[config.mk]
export PLATFORM = sky130hd
export DESIGN_NAME = airlock_sequencer
export DESIGN_NICKNAME = d
export VERILOG_FILES = /design/src/rtl/airlock_pkg.sv /design/src/rtl/airlock_timer.sv /design/src/rtl/airlock_sequencer.sv
export SDC_FILE = /design/constraint.sdc
export NUM_CORES = 1
export LEC_CHECK = 0
export ABC_AREA = 1
export CAP_MARGIN = 10
export CORE_MARGIN = 4
export CORE_UTILIZATION = 50
export DETAILED_ROUTE_END_ITERATION = 8
export GPL_TIMING_DRIVEN = 0
export PLACE_DENSITY = 0.79
export SLEW_MARGIN = 20
export SYNTH_ARGS = -nofsm -noshare
export SYNTH_HDL_FRONTEND = slang
export SYNTH_HIERARCHICAL = 1
export SYNTH_SLANG_ARGS = --single-unit
[constraint.sdc]
create_clock -name clk -period 2.7 [get_ports clk]
set_input_delay 0.54 -clock clk [delete_from_list [all_inputs] [get_ports clk]]
set_output_delay 0.54 -clock clk [all_outputs]
set_load 0.03 [all_outputs]
[src/rtl/airlock_pkg.sv]
// Shared airlock definitions: sequencer states, direction codes and the
// door/pressure/request signal levels shared by the sequencer and the pressurizer.
package airlock_pkg;

    typedef enum logic [3:0] {
        IDLE,
        EQ_REQ,
        EQ_WAIT,
        OPEN_1,
        CLOSE_1,
        XF_REQ,
        XF_WAIT,
        OPEN_2,
        CLOSE_2,
        FAULT
    } airlock_state_e;

    localparam logic DIR_ENTER   = 1'b0;
    localparam logic DIR_EXIT    = 1'b1;
    localparam logic OPEN        = 1'b1;
    localparam logic PRESSURIZED = 1'b1;
    localparam logic REQ_ACTIVE  = 1'b0;

    // Outside is vacuum and inside is pressurized, so equalize to the side opened first.
    function automatic logic equalize_target(input logic dir);
        return (dir == DIR_EXIT) ? PRESSURIZED : ~PRESSURIZED;
    endfunction

    function automatic logic transfer_target(input logic dir);
        return ~equalize_target(dir);
    endfunction

    function automatic logic is_timed(input airlock_state_e state);
        return (state != IDLE) && (state != FAULT);
    endfunction

    function automatic logic is_hold(input airlock_state_e state);
        return (state == OPEN_1) || (state == OPEN_2);
    endfunction

endpackage

[src/rtl/airlock_timer.sv]
// Clearable, saturating cycle counter shared by all timed sequencer states.
module airlock_timer #(
    parameter int WIDTH = 4
) (
    input  logic             clk,
    input  logic             reset,
    input  logic             clear,
    input  logic             enable,
    input  logic [WIDTH-1:0] limit,
    output logic             atLimit
);

    logic [WIDTH-1:0] count_q;
    logic [WIDTH-1:0] count_d;

    always_comb begin
        count_d = count_q;
        if (clear) begin
            count_d = '0;
        end else if (enable && (count_q < limit)) begin
            count_d = count_q + WIDTH'(1);
        end
    end

    always_ff @(posedge clk) begin
        if (!reset) begin
            count_q <= '0;
        end else begin
            count_q <= count_d;
        end
    end

    // High in the last cycle before the count lands on the limit, so a transition
    // decided on it takes effect exactly `limit` cycles after the state was entered.
    assign atLimit = ({1'b0, count_q} + (WIDTH + 1)'(1)) >= {1'b0, limit};

endmodule

[src/rtl/airlock_sequencer.sv]
// Airlock master sequencer: equalize, first door, pressure transfer, second door,
// with a sticky fault on any pressure change or door that fails to complete in time.
module airlock_sequencer
    import airlock_pkg::*;
#(
    parameter int TIMEOUT   = 15,
    parameter int DOOR_HOLD = 4
) (
    input  logic clk,
    input  logic reset,
    input  logic enterReq,
    input  logic exitReq,
    input  logic pressurized,
    input  logic innerDoorState,
    input  logic outerDoorState,
    output logic pressurizeSignal,
    output logic depressurizeSignal,
    output logic openInner,
    output logic openOuter,
    output logic busy,
    output logic fault
);

    localparam int CNT_MAX = (TIMEOUT > DOOR_HOLD) ? TIMEOUT : DOOR_HOLD;
    localparam int CNT_W   = $clog2(CNT_MAX + 1);
    localparam logic [CNT_W-1:0] TIMEOUT_CNT = CNT_W'(TIMEOUT);
    localparam logic [CNT_W-1:0] HOLD_CNT    = CNT_W'(DOOR_HOLD);

    airlock_state_e state_q, state_d;
    logic dir_q, dir_d;
    logic press_n_q, press_n_d;
    logic depress_n_q, depress_n_d;
    logic open_inner_q, open_inner_d;
    logic open_outer_q, open_outer_d;
    logic busy_q, busy_d;
    logic fault_q, fault_d;

    logic             timer_clear;
    logic             timer_enable;
    logic [CNT_W-1:0] timer_limit;
    logic             at_limit;

    logic eq_target;
    logic xf_target;
    logic req_target;
    logic pulse_active;
    logic doors_closed;
    logic first_door_open;
    logic second_door_open;

    assign eq_target        = equalize_target(dir_q);
    assign xf_target        = transfer_target(dir_q);
    assign req_target       = (state_q == XF_REQ) ? xf_target : eq_target;
    assign pulse_active     = (press_n_q == REQ_ACTIVE) || (depress_n_q == REQ_ACTIVE);
    assign doors_closed     = (innerDoorState != OPEN) && (outerDoorState != OPEN);
    assign first_door_open  = (dir_q == DIR_ENTER) ? (outerDoorState == OPEN) : (innerDoorState == OPEN);
    assign second_door_open = (dir_q == DIR_ENTER) ? (innerDoorState == OPEN) : (outerDoorState == OPEN);

    assign timer_clear  = (state_d != state_q);
    assign timer_enable = is_timed(state_q);
    assign timer_limit  = is_hold(state_q) ? HOLD_CNT : TIMEOUT_CNT;

    airlock_timer #(
        .WIDTH (CNT_W)
    ) u_timer (
        .clk     (clk),
        .reset   (reset),
        .clear   (timer_clear),
        .enable  (timer_enable),
        .limit   (timer_limit),
        .atLimit (at_limit)
    );

    always_ff @(posedge clk) begin
        if (!reset) begin
            state_q      <= IDLE;
            dir_q        <= DIR_ENTER;
            press_n_q    <= ~REQ_ACTIVE;
            depress_n_q  <= ~REQ_ACTIVE;
            open_inner_q <= ~OPEN;
            open_outer_q <= ~OPEN;
            busy_q       <= 1'b0;
            fault_q      <= 1'b0;
        end else begin
            state_q      <= state_d;
            dir_q        <= dir_d;
            press_n_q    <= press_n_d;
            depress_n_q  <= depress_n_d;
            open_inner_q <= open_inner_d;
            open_outer_q <= open_outer_d;
            busy_q       <= busy_d;
            fault_q      <= fault_d;
        end
    end

    always_comb begin
        state_d = state_q;
        dir_d   = dir_q;
        unique case (state_q)
            IDLE: begin
                if (enterReq == REQ_ACTIVE) begin
                    dir_d   = DIR_ENTER;
                    state_d = EQ_REQ;
                end else if (exitReq == REQ_ACTIVE) begin
                    dir_d   = DIR_EXIT;
                    state_d = EQ_REQ;
                end
            end
            EQ_REQ: begin
                if (pulse_active)                  state_d = EQ_WAIT;
                else if (pressurized == eq_target) state_d = OPEN_1;
                else if (at_limit)                 state_d = FAULT;
            end
            EQ_WAIT: begin
                if (pressurized == eq_target) state_d = OPEN_1;
                else if (at_limit)            state_d = FAULT;
            end
            OPEN_1: begin
                if (at_limit) state_d = CLOSE_1;
            end
            CLOSE_1: begin
                if (!first_door_open) state_d = XF_REQ;
                else if (at_limit)    state_d = FAULT;
            end
            XF_REQ: begin
                if (pulse_active)  state_d = XF_WAIT;
                else if (at_limit) state_d = FAULT;
            end
            XF_WAIT: begin
                if (pressurized == xf_target) state_d = OPEN_2;
                else if (at_limit)            state_d = FAULT;
            end
            OPEN_2: begin
                if (at_limit) state_d = CLOSE_2;
            end
            CLOSE_2: begin
                if (!second_door_open) state_d = IDLE;
                else if (at_limit)     state_d = FAULT;
            end
            FAULT: begin
                state_d = FAULT;
            end
            default: begin
                state_d = IDLE;
            end
        endcase
    end

    // A request pulse fires only while a REQ state is holding, so skips, timeouts
    // and the cycle that ends an already-issued pulse never produce a second one.
    always_comb begin
        press_n_d    = ~REQ_ACTIVE;
        depress_n_d  = ~REQ_ACTIVE;
        open_inner_d = ~OPEN;
        open_outer_d = ~OPEN;
        busy_d       = (state_d != IDLE);
        fault_d      = (state_d == FAULT);
        if (((state_q == EQ_REQ) || (state_q == XF_REQ)) && (state_d == state_q)
            && !pulse_active && doors_closed) begin
            if (req_target == PRESSURIZED) press_n_d   = REQ_ACTIVE;
            else                           depress_n_d = REQ_ACTIVE;
        end
        if (state_d == OPEN_1) begin
            if (dir_q == DIR_ENTER) open_outer_d = OPEN;
            else                    open_inner_d = OPEN;
        end else if (state_d == OPEN_2) begin
            if (dir_q == DIR_ENTER) open_inner_d = OPEN;
            else                    open_outer_d = OPEN;
        end
    end

    assign pressurizeSignal   = press_n_q;
    assign depressurizeSignal = depress_n_q;
    assign openInner          = open_inner_q;
    assign openOuter          = open_outer_q;
    assign busy               = busy_q;
    assign fault              = fault_q;

endmodule

; After elaboration in Yosys (flattened, before gate mapping)
; Index checks and enable logic that the tools add are counted.
[totals]
in_bits = 7
elab_cells = 79
ff_bits = 15
[classes]
mux = 26
addsub = 2
reduce_logical = 16
n_lt_le_gt_ge = 2
bitwise_logic = 6
n_eq_ne = 18
[op_table]
columns = op, n
row1 = 4-bit two-way mux, 12
row2 = 4-bit case mux with 10 select lines, 1
row3 = "4-bit by 3-bit equality test with 1-bit output, second input constant", 5
row4 = 1-bit two-way mux, 13
row5 = "4-bit by 2-bit equality test with 1-bit output, second input constant", 3
row6 = "4-bit equality test, second input constant", 3
row7 = 4-bit nonzero test, 2
row8 = 1-bit logical AND, 6
row9 = 1-bit NOT, 6
row10 = "4-bit by 1-bit adder with 5-bit output, second input constant", 1
row11 = 5-bit by 4-bit >= comparator with 1-bit output, 1
row12 = "4-bit by 1-bit adder with 4-bit output, second input constant", 1
row13 = "4-bit by 1-bit equality test with 1-bit output, second input constant", 1
row14 = 4-bit equality test, 1
row15 = 4-bit logical NOT, 1
row16 = 4-bit less-than comparator, 1
row17 = 4-bit != test, 1
row18 = "4-bit != test, second input constant", 1
row19 = 2-bit AND reduction, 2
row20 = 1-bit logical OR, 3
row21 = 1-bit equality test, 2
row22 = "2-bit != test, second input constant", 1
row23 = 2-bit OR reduction, 1
row24 = 1-bit logical NOT, 1

; Depth between registers and ports, before layout
; Gate-level depths: netlist of the first run.
[logic_depth]
ltp_word = 13
depth_mapped = 26

; By module
; Netlist of the first run, hierarchy kept.
[modules_own_cells]
columns = mod, seq_area_each_um2, cells_per_inst, area_each_um2, instances
row1 = airlock_sequencer, 220.2, 159, 870.8, 1
row2 = airlock_timer, 80.1, 67, 406.6, 1

; Least setup slack after synthesis of the first run
; OpenSTA, ideal clock, no wires.
[synth_path]
kind = register to register
startpoint = register state_q[3]
endpoint = register u_timer.count_q[0]
setup_slack_ns = -0.068
synth_period_minus_slack_ns = 2.768
path_stages_with_launch = 25
arrival_ns = 2.704
t_required_ns = 2.636
cell_sequence = dfxtp_1 -> inv_2 -> nand2_2 -> nor2_2 -> nor2_1 -> inv_1 -> ha_1 -> nand2_1 -> nand2_1 -> nand2_1 -> nand2_1 -> nand2_1 -> nand3_1 -> inv_1 -> nand2_1 -> nand2_1 -> o21ai_0 -> nand3_2 -> nand2_1 -> nand2_1 -> nor2_2 -> nand2_1 -> nor2_1 -> nand2_1 -> nor2_1
[synth_between]
elab_chain_len = 10
elab_cells_between_ends = 32
classes_between = 2 x order compare / 11 x eq/ne / 13 x mux / 6 x reduce/logical
[synth_lines]
columns = item, line
row1 = start: declaration, airlock_sequencer.sv:29  ; airlock_state_e state_q, state_d;
row2 = start signal: assignment, airlock_sequencer.sv:85  ; state_q <= state_d;
row3 = 4-bit by 2-bit equality test with 1-bit output or 4-bit by 3-bit equality test with 1-bit output (tied branches), airlock_pkg.sv:38  ; return (state == OPEN_1) || (state == OPEN_2);
row4 = 1-bit logical OR (*), airlock_pkg.sv:38
row5 = 4-bit two-way mux (*), airlock_sequencer.sv:61  ; assign timer_limit = is_hold(state_q) ? HOLD_CNT : TIMEOUT_CNT;
row6 = named net timer_limit[0], airlock_sequencer.sv:40  ; logic [CNT_W-1:0] timer_limit;
row7 = 5-bit by 4-bit >= comparator with 1-bit output (*), airlock_timer.sv:35  ; assign atLimit = ({1'b0, count_q} + (WIDTH + 1)'(1)) >= {1'b0, limit};
row8 = named net at_limit, airlock_sequencer.sv:41  ; logic at_limit;
row9 = 4-bit two-way mux, --
row10 = 4-bit two-way mux, airlock_sequencer.sv:115  ; if (pressurized == eq_target) state_d = OPEN_1;
row11 = 4-bit two-way mux, airlock_sequencer.sv:110  ; if (pulse_active) state_d = EQ_WAIT;
row12 = 4-bit case mux with 10 select lines (*), airlock_sequencer.sv:99  ; unique case (state_q)
row13 = 4-bit != test (*), airlock_sequencer.sv:59  ; assign timer_clear = (state_d != state_q);
row14 = named net timer_clear, airlock_sequencer.sv:38  ; logic timer_clear;
row15 = 2-bit OR reduction (no line) (*), --
row16 = end signal: assignment, airlock_timer.sv:29  ; count_q <= count_d;
row17 = end: declaration, airlock_timer.sv:13  ; logic [WIDTH-1:0] count_q;
; Mark *: on every way through the listed nets, which the timed path passes. The rest lies on a longest branch.
; A chain may end at the register's enable or synchronous reset.

; Final worst setup path of the first run
[layout_path]
startpoint = register state_q[2]
endpoint = register u_timer.count_q[2]
; The elaborated chain is that of the path after synthesis.

==> results_tabular.tex, run 1 <==
\begin{tabular}{lr}
\hline
Metric & Value \\
\hline
\multicolumn{2}{l}{\textbf{Power and ir drop}} \\
Standby leakage power & 0.00104 uW \\
Max rail drop VDD & 0.563 mV \\
Power density over cell area & 590 nW/um\^{}2 \\
\multicolumn{2}{l}{\textbf{Synth}} \\
Number of nets produced by synthesis & around 240 \\
Syn\_area\_per\_cell & between 5 and 6 sq um \\
Area contributors post-synth & nand2\_1 (24\%), dfxtp\_1 (24\%), inv\_1 (11\%) \\
Synthesis-stage register bit count & 15 \\
Prevailing post-synth register cell & dfxtp\_1 \\
Asr flop ratio synth & 0\% \\
Number of distinct library cells after synthesis & 20 \\
Biggest area consumer among synthesized cells & nand2\_1 \\
Cell area after technology mapping & 1280 sq um \\
Dominant cell by count in the synthesized netlist & nand2\_1 \\
Top cell types by occurrence after synthesis & nand2\_1 (82), inv\_1 (37), nor2\_1 (33) \\
Area share of the largest cell type after synthesis & 24.1\% \\
Number of warnings reported in the yosys synthesis log & 6 \\
Number of flops mapped to enable cells by yosys & 0 \\
Sequential share of the synthesized area & approximately a quarter \\
Gate count after technology mapping & roughly 230 \\
\multicolumn{2}{l}{\textbf{Cells and area}} \\
Number of inserted diodes & 0 \\
Area added between synthesis and finish & 44.2\% \\
Number of nets in the layout & between 200 and 300 \\
Post-layout util & 75.0\% \\
Ratio of cells with drive above 1 in the final layout & 26.8\% \\
Total of fill cells in the finished design & 171 \\
\multicolumn{2}{l}{\textbf{Min path}} \\
Startpoint of the worst hold path & dir\_q \\
Hold Crit Class & flip-flop to flip-flop \\
Endpoint of the worst hold path & openOuter \\
Hold depth & 3 \\
\multicolumn{2}{l}{\textbf{Clock tree}} \\
Clock slew at reported path FFs & 0.08 ns \\
Hold buffer count at cts & 0 \\
CTS tree & yes \\
Clock latency on the worst-skew pair & 0.28 ns \\
Number of buffers inserted during clock tree synthesis & 3 \\
Clock tree root buffer cell & clkbuf\_4 \\
Clock buffer depth & 2 \\
H-tree Lvls & 1 \\
Total number of clock tree sinks & 15 \\
\multicolumn{2}{l}{\textbf{Critical path}} \\
Worst-path cell with the longest stage delay & dfxtp\_4 \\
Slowest stage delay, CP & between 0.3 and 0.4 ns \\
Crit path buffers/inverters & 2 \\
Worst path arrival time & $\sim$3 ns \\
CP Class & flip-flop to flip-flop \\
Reg2reg setup slack & -0.12 ns \\
Critical path data required time & a little under 3 ns \\
Launching element type of the critical path & flip-flop \\
CP dominant cell by count & nand2\_1 \\
Endpoint class of the critical path & flip-flop \\
Critical Path Fanout Max & 5 \\
FF-to-FF path depth & 26 \\
Source of the worst register-to-register timing path & state\_q[2] \\
Capture instance of the worst register-to-register path & u\_timer/count\_q[2] \\
Largest delay share family, worst path & simple AND/OR/NAND/NOR gates \\
\multicolumn{2}{l}{\textbf{Floorplanning}} \\
Core region area & 2450 sq um \\
Initial Util & 52.0\% \\
Die boundary height & roughly 59 um \\
Die X & 58.5 um \\
\# rows & 18 \\
Floorplan die area & between 3000 and 4000 sq um \\
Number of top-level pins & 13 \\
\multicolumn{2}{l}{\textbf{Outcome}} \\
Failing checks & negative setup slack \\
Result of the run & complete, but fails checks \\
\multicolumn{2}{l}{\textbf{Detailed routing}} \\
Mean routed wirelength per cell & 12.5 um \\
Count of TritonRoute iterations in the first routing pass & 4 \\
Total via count after detailed routing & between 1500 and 2000 \\
Detailed router's first-iteration violation count & 70 \\
Number of routed nets with antenna violations & 0 \\
Post-detailed-route via-to-cell ratio & between 5 and 6 \\
Overall routed net length & between 3000 and 4000 um \\
Drt drc & 0 \\
\multicolumn{2}{l}{\textbf{Global route}} \\
Vias in the first global route & 1196 \\
Maximum number of pins on one net before global-route repair & 9 \\
Initial antenna violation count & 0 \\
Gr usage total & a little under a fifth \\
GRT overflow & 0 \\
First-pass GRT wire length & 5040 um \\
\multicolumn{2}{l}{\textbf{Timing}} \\
RSZ-0062 raised after global routing & yes \\
Setup-failing EPs final & 4 \\
Final Hold Vio Count & 0 \\
Ratio of final minimum period to clock period & 104\% \\
Final setup skew & a little over 0.002 ns \\
Clock period minus final worst setup slack & 2.82 ns \\
Final number of max-transition violations & 0 \\
Max Clock Freq & 355 MHz \\
Least setup slack across all paths after layout & -0.121 ns \\
WHS & approximately 0.61 ns \\
\multicolumn{2}{l}{\textbf{Job}} \\
Number of maximum-capacitance violations & 0 \\
\multicolumn{2}{l}{\textbf{Placed design}} \\
Detailed placement HPWL & 2220 um \\
Routability congestion estimate from global placement & 0.912 \\
Number of buffers added on ports & 12 \\
\hline
\end{tabular}
## repair_timing
action	in CTS	in global routing
buffers inserted	8	17
pin swaps	14	23
cloned	0	0
gates resized for setup	31	28
endpoints found under the hold margin	0	0
endpoints found under the setup margin	11	10
## routing by layer
metal | vias up | global-route usage, % | share of wire, %
met5 | - | 0 | 0
met4 | 0 | 6.95 | 3.6
met3 | 16 | 1.32 | 5.5
met2 | 64 | 30.8 | 49
met1 | 671 | 26.4 | 42
li1 | 766 | - | -
## flip-flops by register name, summed over array words and instances, names as in the netlist
register,flops
depressurizeSignal,1
busy,1
openOuter,1
dir_q,1
state_q,4
u_timer/count_q,4
pressurizeSignal,1
fault,1
openInner,1
## per-stage QoR
stage / setup TNS (ns) / setup WS (ns) / instance area, sq um / instances / power (uW)
after floorplan: 0 / 0.0240 / 1280 / 226 / 608
after global placement: -3.20 / -0.504 / 1440 / 268 / 705
after detailed placement: -3.64 / -0.533 / 1440 / 268 / 712
after CTS: 0 / 0.0123 / 1610 / 280 / 917
after global routing: -1.76 / -0.324 / 1840 / 295 / 1170
final: -0.382 / -0.121 / 1840 / 295 / 1090
## cells in the final DEF (no fill, tap or decap), drive strengths merged
| cell | count |
|---|---|
| clkdlybuf4s50 | 12 |
| nand2 | 86 |
| a21oi | 4 |
| xor2 | 2 |
| buf | 24 |
| o21ai | 7 |
| a31oi | 2 |
| conb | 1 |
| clkbuf | 5 |
| nor2 | 39 |
| ha | 9 |
| dfxtp | 15 |
| nor3 | 2 |
| inv | 40 |
| nand4 | 6 |
| nand3 | 11 |
## worst reg2reg max path, stage by stage (launching register included)
cell and delay, ns:
dfxtp_4 0.38, inv_6 0.07, nand2_4 0.06, nor2_4 0.14, nor2_4 0.06, ha_1 0.28
nand2_1 0.07, nand2_2 0.05, nand2_1 0.05, nand2_1 0.05, nand2_1 0.08, nand2_2 0.07
nand3_4 0.10, inv_4 0.07, nand2_4 0.07, nand2_2 0.06, nand2_1 0.06, nand2_1 0.06
nor2_2 0.16, nand3_2 0.09, nand2_1 0.08, nand2_1 0.07, nor2_2 0.16, nand2_2 0.10
nor2_4 0.15, nand2_1 0.09, nor2_1 0.09
## power breakdown
group	internal (uW)	leakage, uW	switching [uW]
Sequential	255	0.000125	33.0
Clock	57.4	0.0000150	69.6
Combinational	289	0.000902	383
## worst max-delay path by stage
stage | cells past startpoint | startpoint | end
6_report | 26 | state_q[2] | u_timer/count_q[2]
2_1_floorplan | 25 | state_q[1] | u_timer/count_q[0]
4_1_cts | 23 | state_q[2] | u_timer/count_q[0]
3_5_place_dp | 23 | state_q[3] | u_timer/count_q[0]
3_3_place_gp | 26 | state_q[3] | u_timer/count_q[0]
5_1_grt | 26 | state_q[3] | u_timer/count_q[1]
## area by class of cell
cell class / instances / area (sq um) / share of cell area (%)
buffer: 2 / 15.0 / 0.815
clock buffer: 4 / 26.3 / 1.43
inverter: 40 / 163 / 8.83
multi-input combinational: 169 / 973 / 52.9
sequential: 15 / 315 / 17.1
tap: 30 / 37.5 / 2.04
timing repair buffer: 35 / 312 / 16.9
## logic make-up after synthesis
| kind of cell | Yosys count | share of synthesized area [%] |
|---|---|---|
| DFF | 15 | 23.5 |
| buffers and inverters | 42 | 12.9 |
| adders and majority gates | 9 | 8.82 |
| and+or+nand+nor | 144 | 47.5 |
| AOI/OAI and AO/OA | 13 | 5.58 |
| xor gates and xnor gates | 2 | 1.37 |
| other | 1 | 0.294 |
Note: power is estimated with default switching activity, not from simulation.
==> run 2, diff against run 1 <==
Settings changed: CORE_UTILIZATION 50 to 51, PLACE_DENSITY 0.79 to 0.81.
==> results_tabular.tex, run 2 (synthesis gave the netlist of run 1 again) <==
\begin{tabular}{lr}
\hline
Metric & Value \\
\hline
\multicolumn{2}{l}{\textbf{Floorplanning}} \\
Die boundary height & 58.1 um (was 58.5 um) \\
\# rows & 17 (was 18) \\
Initial Util & 55.6\% (was 52.0\%) \\
Number of top-level pins & 13 (unchanged) \\
Floorplan die area & 3370 sq um (was 3430 sq um) \\
Die X & 58.1 um (was 58.5 um) \\
Core region area & 2300 sq um (was 2450 sq um) \\
\multicolumn{2}{l}{\textbf{Job}} \\
Number of maximum-capacitance violations & 0 (unchanged) \\
\multicolumn{2}{l}{\textbf{Clock tree}} \\
Clock slew at reported path FFs & 0.09 ns (was 0.08 ns) \\
H-tree Lvls & 1 (unchanged) \\
Clock tree root buffer cell & clkbuf\_4 (unchanged) \\
CTS tree & yes (unchanged) \\
Clock buffer depth & 2 (unchanged) \\
Number of buffers inserted during clock tree synthesis & 3 (unchanged) \\
Clock latency on the worst-skew pair & 0.28 ns (about the same) \\
Total number of clock tree sinks & 15 (unchanged) \\
\multicolumn{2}{l}{\textbf{Timing}} \\
Final setup TNS & -0.430 ns (was -0.382 ns) \\
Final setup skew & 0.00501 ns (was 0.00201 ns) \\
Ratio of final minimum period to clock period & 104\% (about the same) \\
RSZ-0062 raised after global routing & yes (unchanged) \\
Final Hold Vio Count & 0 (unchanged) \\
Least setup slack across all paths after layout & -0.112 ns (was -0.121 ns) \\
Final number of max-transition violations & 0 (unchanged) \\
Max Clock Freq & 356 MHz (was 355 MHz) \\
Clock period minus final worst setup slack & 2.81 ns (was 2.82 ns) \\
Setup-failing EPs final & 5 (was 4) \\
\multicolumn{2}{l}{\textbf{Min path}} \\
Hold Crit Class & flip-flop to flip-flop (unchanged) \\
Startpoint of the worst hold path & u\_timer/count\_q[3] (was dir\_q) \\
\multicolumn{2}{l}{\textbf{Global route}} \\
Layer with the highest usage after global routing & met2 (unchanged) \\
Global-route track usage on met2 & 30.5\% (was 30.8\%) \\
GRT met1 Usage & 27.2\% (was 26.4\%) \\
First-pass GRT wire length & 5150 um (was 5040 um) \\
Initial antenna violation count & 0 (unchanged) \\
Gr usage total & 19.4\% (was 19.0\%) \\
Maximum number of pins on one net before global-route repair & 10 (was 9) \\
Vias in the first global route & 1232 (was 1196) \\
Met3 GRT Util & 1.56\% (was 1.32\%) \\
GRT overflow & 0 (unchanged) \\
\multicolumn{2}{l}{\textbf{Critical path}} \\
Critical Path Fanout Max & 4 (was 5) \\
Critical path data required time & 2.93 ns (was 2.92 ns) \\
CP Class & flip-flop to flip-flop (unchanged) \\
Source of the worst register-to-register timing path & state\_q[2] (unchanged) \\
First element of the critical path & state\_q[2] (unchanged) \\
Launching element type of the critical path & flip-flop (unchanged) \\
Reg2reg setup slack & -0.11 ns (was -0.12 ns) \\
Worst path arrival time & 3.04 ns (about the same) \\
Endpoint class of the critical path & flip-flop (unchanged) \\
\multicolumn{2}{l}{\textbf{Power and ir drop}} \\
Combinational cell fraction of total power & 60.9\% (was 61.8\%) \\
Max rail drop VDD & 0.490 mV (was 0.563 mV) \\
Fraction of power spent switching nets & 45.9\% (was 44.7\%) \\
Sw Pwr & 492 uW (was 486 uW) \\
Power density over cell area & 578 nW/um\^{}2 (was 590 nW/um\^{}2) \\
Internal power & 580 uW (was 601 uW) \\
Fraction of power consumed by the clock network & 11.8\% (was 11.7\%) \\
Standby leakage power & 0.00102 uW (was 0.00104 uW) \\
Sequential cell fraction of total power & 27.3\% (was 26.5\%) \\
\multicolumn{2}{l}{\textbf{Cells and area}} \\
Commonest non-fill, non-tap cell in the layout & nand2\_1 (unchanged) \\
Area of all sequential standard cells & 313 sq um (was 315 sq um) \\
Final non-filler cell total & 289 (was 295) \\
Leading cell types in the layout, fill and taps excluded & nand2\_1 (64), inv\_1 (34), nor2\_1 (25), nand2\_2 (18), buf\_4 (14) (was nand2\_1 (73), inv\_1 (34), nor2\_1 (26), buf\_4 (18), clkdlybuf4s50\_1 (12)) \\
Biggest regs & state\_q x4, u\_timer/count\_q x4 (unchanged) \\
Number of inserted diodes & 0 (unchanged) \\
Area added between synthesis and finish & 45.2\% (was 44.2\%) \\
Number of nets in the layout & 278 (was 282) \\
Ratio of cells with drive above 1 in the final layout & 30.7\% (was 26.8\%) \\
Total of fill cells in the finished design & 127 (was 171) \\
Multi-input logic area & 1020 sq um (was 973 sq um) \\
\multicolumn{2}{l}{\textbf{Detailed routing}} \\
Number of routed nets with antenna violations & 0 (unchanged) \\
Overall routed net length & 3850 um (was 3700 um) \\
Detailed router's first-iteration violation count & 95 (was 70) \\
Count of TritonRoute iterations in the first routing pass & 6 (was 4) \\
Total via count after detailed routing & 1547 (was 1517) \\
Drt drc & 0 (unchanged) \\
Post-detailed-route via-to-cell ratio & 5.35 (was 5.14) \\
Mean routed wirelength per cell & 13.3 um (was 12.5 um) \\
\multicolumn{2}{l}{\textbf{Outcome}} \\
Result of the run & complete, but fails checks (unchanged) \\
Failing checks & negative setup slack (unchanged) \\
\multicolumn{2}{l}{\textbf{Placed design}} \\
Detailed placement HPWL & 2250 um (was 2220 um) \\
Number of buffers added on ports & 12 (unchanged) \\
Routability congestion estimate from global placement & 0.969 (was 0.912) \\
Number of placed instances, taps included & 266 (was 268) \\
\hline
\end{tabular}
run 2: cell type report:
class,instances,area share [%]
inverter,40,8.63
clock inverter,1,0.270
tap,28,1.89
sequential,15,16.9
multi-input combinational,169,55.2
timing repair buffer,31,15.2
buffer,2,0.809
clock buffer,3,1.21
run 2: power groups by stage:
stage | registers [uW] | logic [uW] | clock network [uW]
final | 292 | 654 | 127
after global routing | 297 | 715 | 140
after CTS | 291 | 498 | 128
after detailed placement | 291 | 420 | 0
after global placement | 291 | 414 | 0
after floorplan | 304 | 304 | 0
run 2: metrics by stage:
step	worst slack (ns)	total power [uW]	cell area [sq um]	hold WS, ns	util (%)
3_5_place_dp	-0.558	711	1440	0.565	62.5
4_1_cts	0.000857	917	1630	0.580	71.0
2_1_floorplan	0.0240	608	1280	0.533	-
6_report	-0.112	1070	1860	0.619	80.8
3_3_place_gp	-0.522	705	1440	0.557	62.5
5_1_grt	-0.285	1150	1860	0.653	80.8
run 2: per-layer routing:
| layer | part of all wire, % | vias to the layer above |
|---|---|---|
| li1 | - | 762 |
| met1 | 42 | 705 |
| met2 | 50 | 65 |
| met3 | 6.6 | 15 |
| met4 | 1.8 | 0 |
| met5 | 0 | - |
run 2: worst max-delay path: stages, from the launching register on:
cell and delay [ns]:
dfxtp_2 0.35, buf_6 0.11, nand2_4 0.07, nor2_4 0.05
nor2_4 0.19, inv_2 0.08, ha_4 0.26, nand2_2 0.04
nand2_2 0.06, nand2_1 0.05, nand2_1 0.07, nand2_2 0.07
nand3_4 0.10, inv_4 0.06, nand2_4 0.08, nand2_1 0.06
nand2_1 0.08, nand2_2 0.08, inv_1 0.09, nand3_2 0.09
nand2_2 0.09, nand2_2 0.07, nor2_4 0.14, nand2_2 0.07
nor2_4 0.15, nand2_1 0.08, nor2_1 0.08
run 2: worst paths after layout:
path / end / cells after the start
setup / recovery: u_timer/count_q[1] / 26
hold / removal: u_timer/count_q[3] / 4
setup reg to reg: u_timer/count_q[1] / 26
hold reg to reg: u_timer/count_q[3] / 4
run 2: repair_timing:
action | CTS | global route
endpoints found under the setup margin | 11 | 9
buffers inserted | 9 | 11
hold buffers | 0 | 0
pin swaps | 19 | 35
hold endpoints to repair | 0 | 0
cloned | 0 | 0
gates resized for setup | 35 | 36
